$ cat config.mk
export PLATFORM = sky130hd
export DESIGN_NAME = regfile_write_arbiter_flat
export DESIGN_NICKNAME = d
export VERILOG_FILES = /design/src/rtl/regfile_write_arbiter_if.sv /design/src/rtl/regfile_write_arbiter.sv /design/src/flat_wrapper.sv
export SDC_FILE = /design/constraint.sdc
export NUM_CORES = 1
export LEC_CHECK = 0
export BUFFER_PORTS_ARGS = -buffer_cell sky130_fd_sc_hd__buf_2
export CAP_MARGIN = 20
export CORE_ASPECT_RATIO = 0.6
export CORE_MARGIN = 4
export CORE_UTILIZATION = 47
export CTS_BUF_LIST = sky130_fd_sc_hd__clkbuf_2
export DETAILED_ROUTE_END_ITERATION = 6
export PLACE_DENSITY = 0.89
export SLEW_MARGIN = 20
export SYNTH_ARGS = -nofsm -noshare
export SYNTH_HDL_FRONTEND = slang
export SYNTH_SLANG_ARGS = --single-unit
$ cat constraint.sdc
create_clock -name clk -period 1.6 [get_ports clk]
set_input_delay 0.16 -clock clk [delete_from_list [all_inputs] [get_ports clk]]
set_output_delay 0.16 -clock clk [all_outputs]
set_load 0.005 [all_outputs]
$ cat src/rtl/regfile_write_arbiter_if.sv
// regfile_write_arbiter_if: writeback requests, reservations and regfile write port of the write arbiter
interface regfile_write_arbiter_if #(parameter int NUM_REQ = 2);
  logic [NUM_REQ-1:0] req_valid;
  logic [3*NUM_REQ-1:0] req_dest;
  logic [16*NUM_REQ-1:0] req_data;
  logic [NUM_REQ-1:0] req_ready;
  logic rsv_valid;
  logic [2:0] rsv_reg;
  logic rsv_ready;
  logic rf_load;
  logic [2:0] rf_dest;
  logic [15:0] rf_in;
  logic [7:0] busy;
  logic [1:0] grant_id;
  logic err_underflow;
  modport master (
    output req_valid, req_dest, req_data, rsv_valid, rsv_reg,
    input req_ready, rsv_ready, rf_load, rf_dest, rf_in, busy, grant_id, err_underflow
  );
  modport slave (
    input req_valid, req_dest, req_data, rsv_valid, rsv_reg,
    output req_ready, rsv_ready, rf_load, rf_dest, rf_in, busy, grant_id, err_underflow
  );
endinterface

$ cat src/rtl/regfile_write_arbiter.sv
// regfile_write_arbiter: round-robin share of the regfile write port plus pending-write scoreboard; REGFILE_WRITE_ARBITER_FIXED_PRIO_EN selects fixed priority
module regfile_write_arbiter #(
  parameter int NUM_REQ = 2,
  parameter int CNT_W = 2
) (
  input logic clk,
  input logic reset_n,
  regfile_write_arbiter_if.slave bus
);
  logic [1:0] start, g, g_lo, g_hi, grant_id;
  logic hit_lo, hit_hi, xfer, rsv_ok, rf_load, err;
  logic [NUM_REQ-1:0] ready;
  logic [2:0] sel_dest, rf_dest;
  logic [15:0] sel_data, rf_in;
  logic [7:0] inc, dec, busy;
  logic [CNT_W-1:0] pend_cnt [8];
`ifdef REGFILE_WRITE_ARBITER_FIXED_PRIO_EN
  assign start = 2'd0;
`else
  logic [1:0] rr_ptr;
  assign start = rr_ptr;
  // move the search start just past the requester that was served
  always_ff @(posedge clk)
    if (!reset_n) rr_ptr <= 2'd0;
    else if (xfer) rr_ptr <= (int'(g) == NUM_REQ - 1) ? 2'd0 : g + 2'd1;
`endif
  // first valid requester at or after start, else wrap to the lowest valid one
  always_comb begin
    g_lo = 2'd0;
    g_hi = 2'd0;
    hit_lo = 1'b0;
    hit_hi = 1'b0;
    for (int i = NUM_REQ - 1; i >= 0; i--) begin
      if (bus.req_valid[i]) begin
        g_lo = 2'(i);
        hit_lo = 1'b1;
      end
      if (bus.req_valid[i] && 2'(i) >= start) begin
        g_hi = 2'(i);
        hit_hi = 1'b1;
      end
    end
    g = hit_hi ? g_hi : g_lo;
    ready = '0;
    sel_dest = 3'd0;
    sel_data = 16'd0;
    for (int i = 0; i < NUM_REQ; i++) begin
      ready[i] = reset_n && hit_lo && g == 2'(i);
      if (g == 2'(i)) begin
        sel_dest = bus.req_dest[3*i +: 3];
        sel_data = bus.req_data[16*i +: 16];
      end
    end
  end
  assign xfer = |ready;
  assign rsv_ok = reset_n && bus.rsv_valid && pend_cnt[bus.rsv_reg] != '1;
  // registered write stage: dest/data/grant hold when idle
  always_ff @(posedge clk)
    if (!reset_n) begin
      rf_load <= 1'b0;
      rf_dest <= 3'd0;
      rf_in <= 16'd0;
      grant_id <= 2'd0;
    end else begin
      rf_load <= xfer;
      if (xfer) begin
        rf_dest <= sel_dest;
        rf_in <= sel_data;
        grant_id <= g;
      end
    end
  // per-register reservation/commit strobes and busy flags
  always_comb begin
    inc = '0;
    dec = '0;
    busy = '0;
    for (int r = 0; r < 8; r++) begin
      inc[r] = rsv_ok && bus.rsv_reg == 3'(r);
      dec[r] = rf_load && rf_dest == 3'(r);
      busy[r] = pend_cnt[r] != '0;
    end
  end
  // pending-write counters; a commit against an empty counter latches the underflow flag
  always_ff @(posedge clk)
    if (!reset_n) begin
      for (int r = 0; r < 8; r++) pend_cnt[r] <= '0;
      err <= 1'b0;
    end else
      for (int r = 0; r < 8; r++)
        if (inc[r] && !dec[r]) pend_cnt[r] <= pend_cnt[r] + CNT_W'(1);
        else if (dec[r] && !inc[r]) begin
          if (pend_cnt[r] != '0) pend_cnt[r] <= pend_cnt[r] - CNT_W'(1);
          else err <= 1'b1;
        end
  assign bus.req_ready = ready;
  assign bus.rsv_ready = rsv_ok;
  assign bus.rf_load = rf_load;
  assign bus.rf_dest = rf_dest;
  assign bus.rf_in = rf_in;
  assign bus.busy = busy;
  assign bus.grant_id = grant_id;
  assign bus.err_underflow = err;
endmodule
$ cat src/flat_wrapper.sv
// flat-port wrapper written by rule: the top's interface ports become plain ports
module regfile_write_arbiter_flat 
#(
  parameter int NUM_REQ = 2,
  parameter int CNT_W = 2
)
  (clk, reset_n, bus_req_valid, bus_req_dest, bus_req_data, bus_rsv_valid, bus_rsv_reg, bus_req_ready, bus_rsv_ready, bus_rf_load, bus_rf_dest, bus_rf_in, bus_busy, bus_grant_id, bus_err_underflow);
  regfile_write_arbiter_if #(.NUM_REQ(NUM_REQ)) bus_i ();
  input logic clk;
  input logic reset_n;
  input wire logic [$bits(bus_i.req_valid)-1:0] bus_req_valid;
  input wire logic [$bits(bus_i.req_dest)-1:0] bus_req_dest;
  input wire logic [$bits(bus_i.req_data)-1:0] bus_req_data;
  input wire logic [$bits(bus_i.rsv_valid)-1:0] bus_rsv_valid;
  input wire logic [$bits(bus_i.rsv_reg)-1:0] bus_rsv_reg;
  output wire logic [$bits(bus_i.req_ready)-1:0] bus_req_ready;
  output wire logic [$bits(bus_i.rsv_ready)-1:0] bus_rsv_ready;
  output wire logic [$bits(bus_i.rf_load)-1:0] bus_rf_load;
  output wire logic [$bits(bus_i.rf_dest)-1:0] bus_rf_dest;
  output wire logic [$bits(bus_i.rf_in)-1:0] bus_rf_in;
  output wire logic [$bits(bus_i.busy)-1:0] bus_busy;
  output wire logic [$bits(bus_i.grant_id)-1:0] bus_grant_id;
  output wire logic [$bits(bus_i.err_underflow)-1:0] bus_err_underflow;
  assign bus_i.req_valid = bus_req_valid;
  assign bus_i.req_dest = bus_req_dest;
  assign bus_i.req_data = bus_req_data;
  assign bus_i.rsv_valid = bus_rsv_valid;
  assign bus_i.rsv_reg = bus_rsv_reg;
  assign bus_req_ready = bus_i.req_ready;
  assign bus_rsv_ready = bus_i.rsv_ready;
  assign bus_rf_load = bus_i.rf_load;
  assign bus_rf_dest = bus_i.rf_dest;
  assign bus_rf_in = bus_i.rf_in;
  assign bus_busy = bus_i.busy;
  assign bus_grant_id = bus_i.grant_id;
  assign bus_err_underflow = bus_i.err_underflow;
  regfile_write_arbiter #(.NUM_REQ(NUM_REQ), .CNT_W(CNT_W)) u_core (.clk(clk), .reset_n(reset_n), .bus(bus_i));
endmodule
==> results_dict.tcl, run 1 <==
set metrics [dict create \
    drive_above_1_share_pct 44.2 \
    synth_common_cells "36 x nand2_1, 31 x a21oi_1, 23 x dfxtp_1" \
    critPathLaunchType "flop" \
    portBuffers 78 \
    p_leak_uw 0.00157 \
    wirelength_um 7700 \
    rows 19 \
    postPlaceCellArea_um2 3010 \
    rsz0062_at_grt "yes" \
    layout_worst_path_cycle_share_pct 115 \
    n_fill_cell 360 \
    min_path_type "input port to flop" \
    crit_path_max_incr_delay_ps 450 \
    dieArea_um2 6330 \
    netlist_top_cells_area "edfxtp_1 20%, dfxtp_1 19%, a21oi_1 6.5%" \
    synthFlopType "dfxtp_1" \
    ant_nets 0 \
    max_freq_mhz 544 \
    n_antenna_cell 0 \
    design_area_um2 3530 \
    yosysWarnings 0 \
    slowest_stage "mux4_2" \
    worstPathArrival_ps 1680 \
    synth.avg_cell_area_um2 8.70 \
    grt_max_degree 23 \
    violations "setup timing" \
    grt_pass1_wl_um 11900 \
    path_buf_inv 1 \
    total_power_uw 2240 \
    syn_to_final_growth_pct 47.5 \
    clkTransAtPathRegs_ps 170 \
    synth_top_area_cell "edfxtp_1" \
    cts_tree "yes" \
    synth-seq-area-share_pct 39.3 \
    period_needed_ps 1840 \
    cts-htree-levels 2 \
    fp.dieW_um 100 \
    end_kind "output port" \
    cts_buffers 5 \
    synthArstFlopShare_pct 0 \
    power_density_nw_per_um2 636 \
    fin_nets 458 \
    dr_total_vias 2705 \
    synthDistinctLibCells 59 \
    setup_viol 1 \
    ios 80 \
    worstSkewPairLatency_ps 380 \
    core_um2 4730 \
    drt_iter0_drc 183 \
    syn_area_um2 2390 \
    die_y_um 63.3 \
    yosysTopAreaCellShare_pct 20.1 \
    wl_per_cell_um 16.2 \
    syn-num-nets 322 \
    holdWs_ps 43.0 \
    gr-total-overflow 0 \
    criticalPathCategory "flop to output port" \
    root_buffer "clkbuf_2" \
    crit_family "multiplexers" \
    setup_tns_ps -238 \
    initial_core_util_pct 50.6 \
    crit_required_ps 1440 \
    slew_viol_final 0 \
    status "finished, violations left" \
    crit_chain "nand2_2 > mux4_2 > mux2i_1 > nor2_1 > buf_2" \
    antenna_found_initial 0 \
    ir_drop_mv 0.431 \
    cts.sinks 39 \
    finalWeightedCongestion 0.889 \
    fin_skew_ps 23.6 \
    path_max_fanout 2 \
    ys_ff_latch 39 \
    hold_viol_final 0 \
    grtUsageTotal_pct 23.1 \
    grt_pass1_vias 2479 \
    synth.most_common_cell "nand2_1" \
    timing.final.ws_setup_ps -238 \
    cap_viol_max_count 0 \
    synth_edf_count 16 \
    via_per_inst 5.69 \
    clock_path_buffers 2 \
    dr.pass1.iters 5 \
    drc 0 \
    post-place-ws_ps -83.2 \
    synthCells 275 \
    dpl.hpwl_um 5180 \
]
power breakdown:
group | leakage [µW] | total (µW) | switching [µW] | internal [µW]
registers | 0.000358 | 1160 | 49.1 | 1110
clock network | 0.0000331 | 426 | 317 | 109
logic | 0.00118 | 658 | 313 | 345
total | 0.00157 | 2240 | 679 | 1560
worst reg2reg max path, delay by kind of cell (launching register included):
family | cells | cell delay (ps)
AOI/OAI and AO/OA | 2 | 280
buffers and inverters | 1 | 130
and+or+nand+nor | 2 | 530
DFF | 1 | 400
flip-flops by register name (all words and copies together) (netlist names):
name / cells
u_core.bus.rf_in: 16
u_core.pend_cnt: 16
u_core.bus.rf_dest: 3
u_core.bus.err_underflow: 1
u_core.bus.grant_id: 1
u_core.bus.rf_load: 1
u_core.rr_ptr: 1
path summary, 6_finish.rpt:
kind	start	endpoint	slack (ps)	cells past startpoint
min	bus_req_data[7]	u_core.bus.rf_in[7]	40	3
max	u_core.pend_cnt[4][0]	bus_rsv_ready	-240	5
min reg2reg	u_core.rr_ptr[0]	u_core.rr_ptr[0]	490	2
max reg2reg	u_core.bus.rf_dest[0]	u_core.pend_cnt[2][1]	50	5
layout by cell type (no fill, tap or decap), drive strengths merged, types with 2 or more instances in the layout:
| cell type | synthesis | final |
|---|---|---|
| nand3b | 2 | 2 |
| a22oi | 19 | 19 |
| nand2b | 5 | 5 |
| o21ai | 7 | 7 |
| buf | 11 | 130 |
| nand3 | 9 | 9 |
| clkbuf | 8 | 6 |
| nor3 | 6 | 6 |
| a21oi | 32 | 32 |
| nand4b | 3 | 3 |
| or2 | 4 | 4 |
| edfxtp | 16 | 16 |
| dlygate4sd3 | 0 | 18 |
| dfxtp | 23 | 23 |
| a31oi | 6 | 6 |
| and3 | 3 | 3 |
| inv | 17 | 18 |
| nand2 | 38 | 38 |
| maj3 | 6 | 6 |
| o311a | 2 | 2 |
| and4bb | 2 | 2 |
| a221o | 2 | 2 |
| o2bb2ai | 2 | 2 |
| mux4 | 2 | 2 |
| mux2i | 3 | 3 |
| a311oi | 2 | 2 |
| nand4 | 3 | 3 |
| a211oi | 3 | 3 |
| nor2 | 18 | 18 |
timing repair:
item,CTS,global route
hold buffers,18,0
pin swaps,4,6
cloned,0,0
setup buffers,20,5
gates resized for setup,12,28
hold endpoints to repair,18,0
endpoints found under the setup margin,11,30
per-stage QoR:
stage	std cells	util (%)
global placement	426	63.7
detailed placement	426	63.7
floorplan	275	-
CTS	472	72.1
finish	475	74.6
global route	475	74.6
layer usage:
layer / routed length (µm) / track usage (%) / share of wire, % / up-vias
met2: 3790 / 37.5 / 49 / 127
met3: 569 / 4.08 / 7.4 / 8
li1: - / - / - / 1280
met5: 0 / 0 / 0 / -
met1: 3280 / 32.4 / 43 / 1290
met4: 65 / 4.87 / 0.84 / 0
area by class of cell:
type	count	area [µm²]	area share [%]
repair buffers	148	1020	28.8
inverters	17	66.3	1.88
multi-input cells	200	1380	39.0
flip-flops and latches	39	952	27.0
clock buffers	6	30.0	0.851
clock inverters	2	8.76	0.248
well taps	63	78.8	2.23
cell families (layout without fill, tap and decap cells):
kind of cell    after synthesis  count (layout)  synth area share (%)
compound gates               80              80                  21.9
xor+xnor                      2               2                 0.732
mux                           6               6                  3.61
fa+ha+maj                     7               7                  3.19
flops                        39              39                  39.3
simple gates                104             104                  24.0
other cells                   1               1                 0.157
buf+inv                      36             173                  7.06
(Power assumes the default switching activity.)
==> inputs of run 2 (changes only) <==
PLACE_DENSITY = 0.86   (was 0.89)
clock period = 2.2 ns   (was 1.6 ns; I/O delays follow)
==> results_dict.tcl, run 2 (synthesized netlist as in run 1, its figures left out) <==
set metrics [dict create \
    postPlaceCellArea_um2 2790 \
    worst_r2r_endpoint "u_core.pend_cnt[1][0]" \
    setup_tns_ps 0 \
    portBuffers 78 \
    worstSkewPairLatency_ps 410 \
    grt_max_degree 24 \
    setup_viol 0 \
    final_cell_mix "78 x buf_2, 36 x nand2_1, 31 x a21oi_1, 23 x dfxtp_1, 19 x a22oi_1" \
    rsz0062_at_grt "no" \
    initial_core_util_pct 50.6 \
    n_fill_cell 409 \
    dr.pass1.iters 6 \
    crit_path_start "u_core.pend_cnt[1][0]" \
    drt_iter0_drc 202 \
    cts-htree-levels 2 \
    multi_input_area_um2 1280 \
    crit_chain "nand2_1 > mux4_2 > mux2i_1 > nor2_1 > buf_2" \
    path_max_fanout 5 \
    power_density_nw_per_um2 595 \
    dieArea_um2 6330 \
    die_y_um 63.3 \
    critPathLaunchType "flop" \
    total_power_uw 1750 \
    via_per_inst 5.75 \
    layout_worst_path_cycle_share_pct 93.0 \
    max_freq_mhz 489 \
    fp.dieW_um 100 \
    grtUsageTotal_pct 19.9 \
    hold_viol_final 0 \
    wirelength_um 6570 \
    worstPathArrival_ps 1830 \
    grt_pass1_wl_um 10200 \
    crit_required_ps 1980 \
    timing.rr.start "u_core.bus.rf_dest[0]" \
    final_common_cell "buf_2" \
    core_um2 4730 \
    dpl.hpwl_um 4870 \
    slowest_stage "edfxtp_1" \
    final-seq-area_um2 941 \
    drive_above_1_share_pct 31.4 \
    ff2ff_path_depth 4 \
    min_path_type "input port to flop" \
    fin_skew_ps 22.1 \
    root_buffer "clkbuf_2" \
    ff2ff_setup_slack_ps 370 \
    cts_tree "yes" \
    cap_viol_max_count 0 \
    grt_pass1_vias 2127 \
    holdWs_ps 17.5 \
    cts.sinks 39 \
    clkTransAtPathRegs_ps 220 \
    period_needed_ps 2050 \
    syn_to_final_growth_pct 23.1 \
    slew_viol_final 0 \
    ant_nets 0 \
    cp-endpoint "bus_rsv_ready" \
    finalWeightedCongestion 0.813 \
    post-cts-setup-buffer-count 0 \
    p_leak_uw 0.00127 \
    n_antenna_cell 0 \
    wl_per_cell_um 15.8 \
    rows 19 \
    cts_buffers 5 \
    worst_slew_pin_slew_ps 697 \
    clock_path_buffers 2 \
    criticalPathCategory "flop to output port" \
    reg_top3 "u_core.bus.rf_in: 16 flops, u_core.pend_cnt: 16 flops, u_core.bus.rf_dest: 3 flops" \
    status "finished, final reports clean" \
    ios 80 \
    crit_path_max_incr_delay_ps 490 \
    antenna_found_initial 0 \
    gr-total-overflow 0 \
    ir_drop_mv 0.376 \
    drc 0 \
    fin_nets 399 \
    dr_total_vias 2390 \
    maxSlewHeadroom_pct 53.5 \
    design_area_um2 2950 \
    end_kind "output port" \
]
## run 2: layer usage
metal  global-route usage (%)  vias up  share of wire [%]
met5                        0        -                  0
met4                     6.39        0                1.4
met3                     4.08       13                7.8
met2                     30.5      107                 46
met1                     28.2     1108                 45
li1                         -     1162                  -
## run 2: how the worst min path moves through the flow
stage	start	endpoint	slack (ps)	cells past startpoint
2_1_floorplan	bus_req_dest[0]	u_core.bus.rf_dest[0]	360	2
6_report	bus_req_data[0]	u_core.bus.rf_in[0]	20	3
4_1_cts	bus_req_data[3]	u_core.bus.rf_in[3]	10	3
5_1_grt	bus_req_data[10]	u_core.bus.rf_in[10]	2	3
3_3_place_gp	u_core.rr_ptr[0]	u_core.rr_ptr[0]	450	2
3_5_place_dp	u_core.rr_ptr[0]	u_core.rr_ptr[0]	460	2
## run 2: cell type report
| type | count | area share [%] |
|---|---|---|
| multi-input combinational | 200 | 43.6 |
| sequential | 39 | 31.9 |
| timing repair buffer | 89 | 16.6 |
| tap | 63 | 2.68 |
| inverter | 17 | 2.17 |
| clock inverter | 2 | 2.04 |
| clock buffer | 6 | 1.02 |
## run 2: what timing repair did
action,in CTS,in global routing
setup endpoints to repair,0,1
resized for setup,0,1
hold endpoints to repair,0,6
hold buffers,0,6
## run 2: metrics by stage
step	utilization (%)	worst slack [ps]	std cells
after global placement	59.1	361	402
after floorplan	-	652	275
after CTS	61.0	15.1	410
after detailed placement	59.1	309	402
after global routing	62.3	44.9	416
final	62.3	154	416
## run 2: critical path: cells and delay by family, from the launching register on
kind                   cells  cell delay, ps
buffers and inverters      1             120
AND/OR/NAND/NOR            2             200
flip-flops                 1             490
multiplexers               2             630
## run 2: where the power goes
group	total (µW)	internal, µW	switching, µW
sequential	859	807	51.9
combinational	333	158	174
clock	560	311	249
==> inputs of run 3 (changes only) <==
CORE_UTILIZATION = 30   (was 47)
PLACE_DENSITY = 0.63   (was 0.86)
==> results_dict.tcl, run 3 (synthesized netlist as in run 1, its figures left out) <==
set metrics [dict create \
    core_um2 7510 \
    cap_viol_max_count 0 \
    via_per_inst 5.13 \
    comb_power_share_pct 23.4 \
    setup_tns_ps 0 \
    cts-htree-levels 2 \
    ant_nets 0 \
    power_density_nw_per_um2 501 \
    ir_drop_mv 0.168 \
    criticalPathCategory "flop to output port" \
    worstPathArrival_ps 1830 \
    drc 0 \
    holdWs_ps 49.8 \
    initial_core_util_pct 31.9 \
    fin_nets 419 \
    portBuffers 78 \
    ios 80 \
    cts_buffers 5 \
    rsz0062_at_grt "no" \
    setup_viol 0 \
    worstSkewPairLatency_ps 430 \
    clockPowerShare_pct 22.5 \
    hold_viol_final 0 \
    syn_to_final_growth_pct 31.7 \
    worst_slew_pin_slew_ps 607 \
    end_kind "output port" \
    grt_pass1_wl_um 10900 \
    dr.pass1.iters 4 \
    crit_required_ps 1980 \
    clkTransAtPathRegs_ps 230 \
    finish.utilization_pct 42.0 \
    slew_viol_final 0 \
    path_max_fanout 7 \
    grt_max_degree 23 \
    drt_iter0_drc 193 \
    wl_per_cell_um 14.6 \
    post-place-ws_ps 350 \
    timing.final.ws_setup_ps 147 \
    wirelength_um 6970 \
    status "finished, final reports clean" \
    final_cell_mix "78 x buf_2, 35 x nand2_1, 31 x a21oi_1, 23 x dfxtp_1" \
    root_buffer "clkbuf_2" \
    rows 24 \
    dr_total_vias 2454 \
    p_leak_uw 0.00135 \
    critPathLaunchType "flop" \
    n_fill_cell 764 \
    min_path_type "input port to flop" \
    dpl.hpwl_um 5070 \
    fp.dieW_um 123 \
    fin_skew_ps 11.7 \
    total_power_uw 1580 \
    die_y_um 77.2 \
    cts.sinks 39 \
    period_needed_ps 2050 \
    layout_worst_path_cycle_share_pct 93.3 \
    max_freq_mhz 487 \
    internal-power_uw 1070 \
    reg_top3 "u_core.bus.rf_in: 16 flops, u_core.pend_cnt: 16 flops, u_core.bus.rf_dest: 3 flops" \
    final_common_cell "buf_2" \
    gr-total-overflow 0 \
    power_switching_uw 506 \
    antenna_found_initial 0 \
    finalWeightedCongestion 0.825 \
    grt_pass1_vias 2197 \
    maxSlewHeadroom_pct 59.2 \
    power_frac_seq_pct 54.1 \
    clock_path_buffers 2 \
    dieArea_um2 9510 \
    p_sw_share_pct 32.1 \
    drive_above_1_share_pct 31.9 \
    cts_tree "yes" \
    grtUsageTotal_pct 14.4 \
]
[run 3: cell count changes in the layout (fill, tap and decap cells not counted), moves of 2 or more]
cell	before	now
buf_4	5	11
bufinv_16	2	0
dlygate4sd3_1	6	19
inv_4	0	2
[run 3: layout make-up]
class	instances	area [µm²]	share of cell area (%)
inverter	17	63.8	2.03
sequential	39	941	29.9
clock inverter	3	17.5	0.556
tap	104	130	4.13
antenna	1	2.50	0.0794
timing repair buffer	109	683	21.7
multi-input combinational	200	1290	40.9
clock buffer	5	25.0	0.794
[run 3: timing repair]
item | CTS | global route
setup buffers | 0 | 5
hold buffers | 19 | 0
endpoints found under the hold margin | 19 | 0
endpoints found under the setup margin | 0 | 1
resized for setup | 0 | 1
[run 3: metrics by stage]
step / cells / instance area [µm²]
after floorplan: 275 / 2390
after global placement: 445 / 2880
after detailed placement: 445 / 2880
after CTS: 472 / 3110
after global routing: 477 / 3150
final: 478 / 3150
[run 3: per-layer routing]
metal	part of all wire (%)	wire [µm]	up-vias	GRT usage (%)
met4	1.8	123	0	4.75
li1	-	-	1204	-
met3	8.1	563	14	4.41
met5	0	0	-	0
met1	47	3280	1151	20.2
met2	43	2990	85	20.9
[run 3: power by group through the flow]
stage	combinational [µW]	clock (µW)	sequential (µW)
6_report	369	354	854
5_1_grt	409	402	865
4_1_cts	357	375	857
3_5_place_dp	331	0	873
3_3_place_gp	326	0	871
2_1_floorplan	202	0	859
[run 3: critical path, stage by stage, from the launching register on]
cell and delay (ps):
edfxtp_1 510, nand2_1 110, mux4_2 470, mux2i_1 150, nor2_1 50, buf_2 120
[run 3: path summary, 6_finish.rpt]
check	startpoint	to	slack (ps)	cells past startpoint
worst max register to register	u_core.bus.rf_dest[0]	u_core.pend_cnt[1][0]	440	4
worst min-delay path	bus_req_data[22]	u_core.bus.rf_in[6]	50	3
worst min register to register	u_core.rr_ptr[0]	u_core.rr_ptr[0]	490	2
worst max-delay path	u_core.pend_cnt[2][1]	bus_rsv_ready	150	5
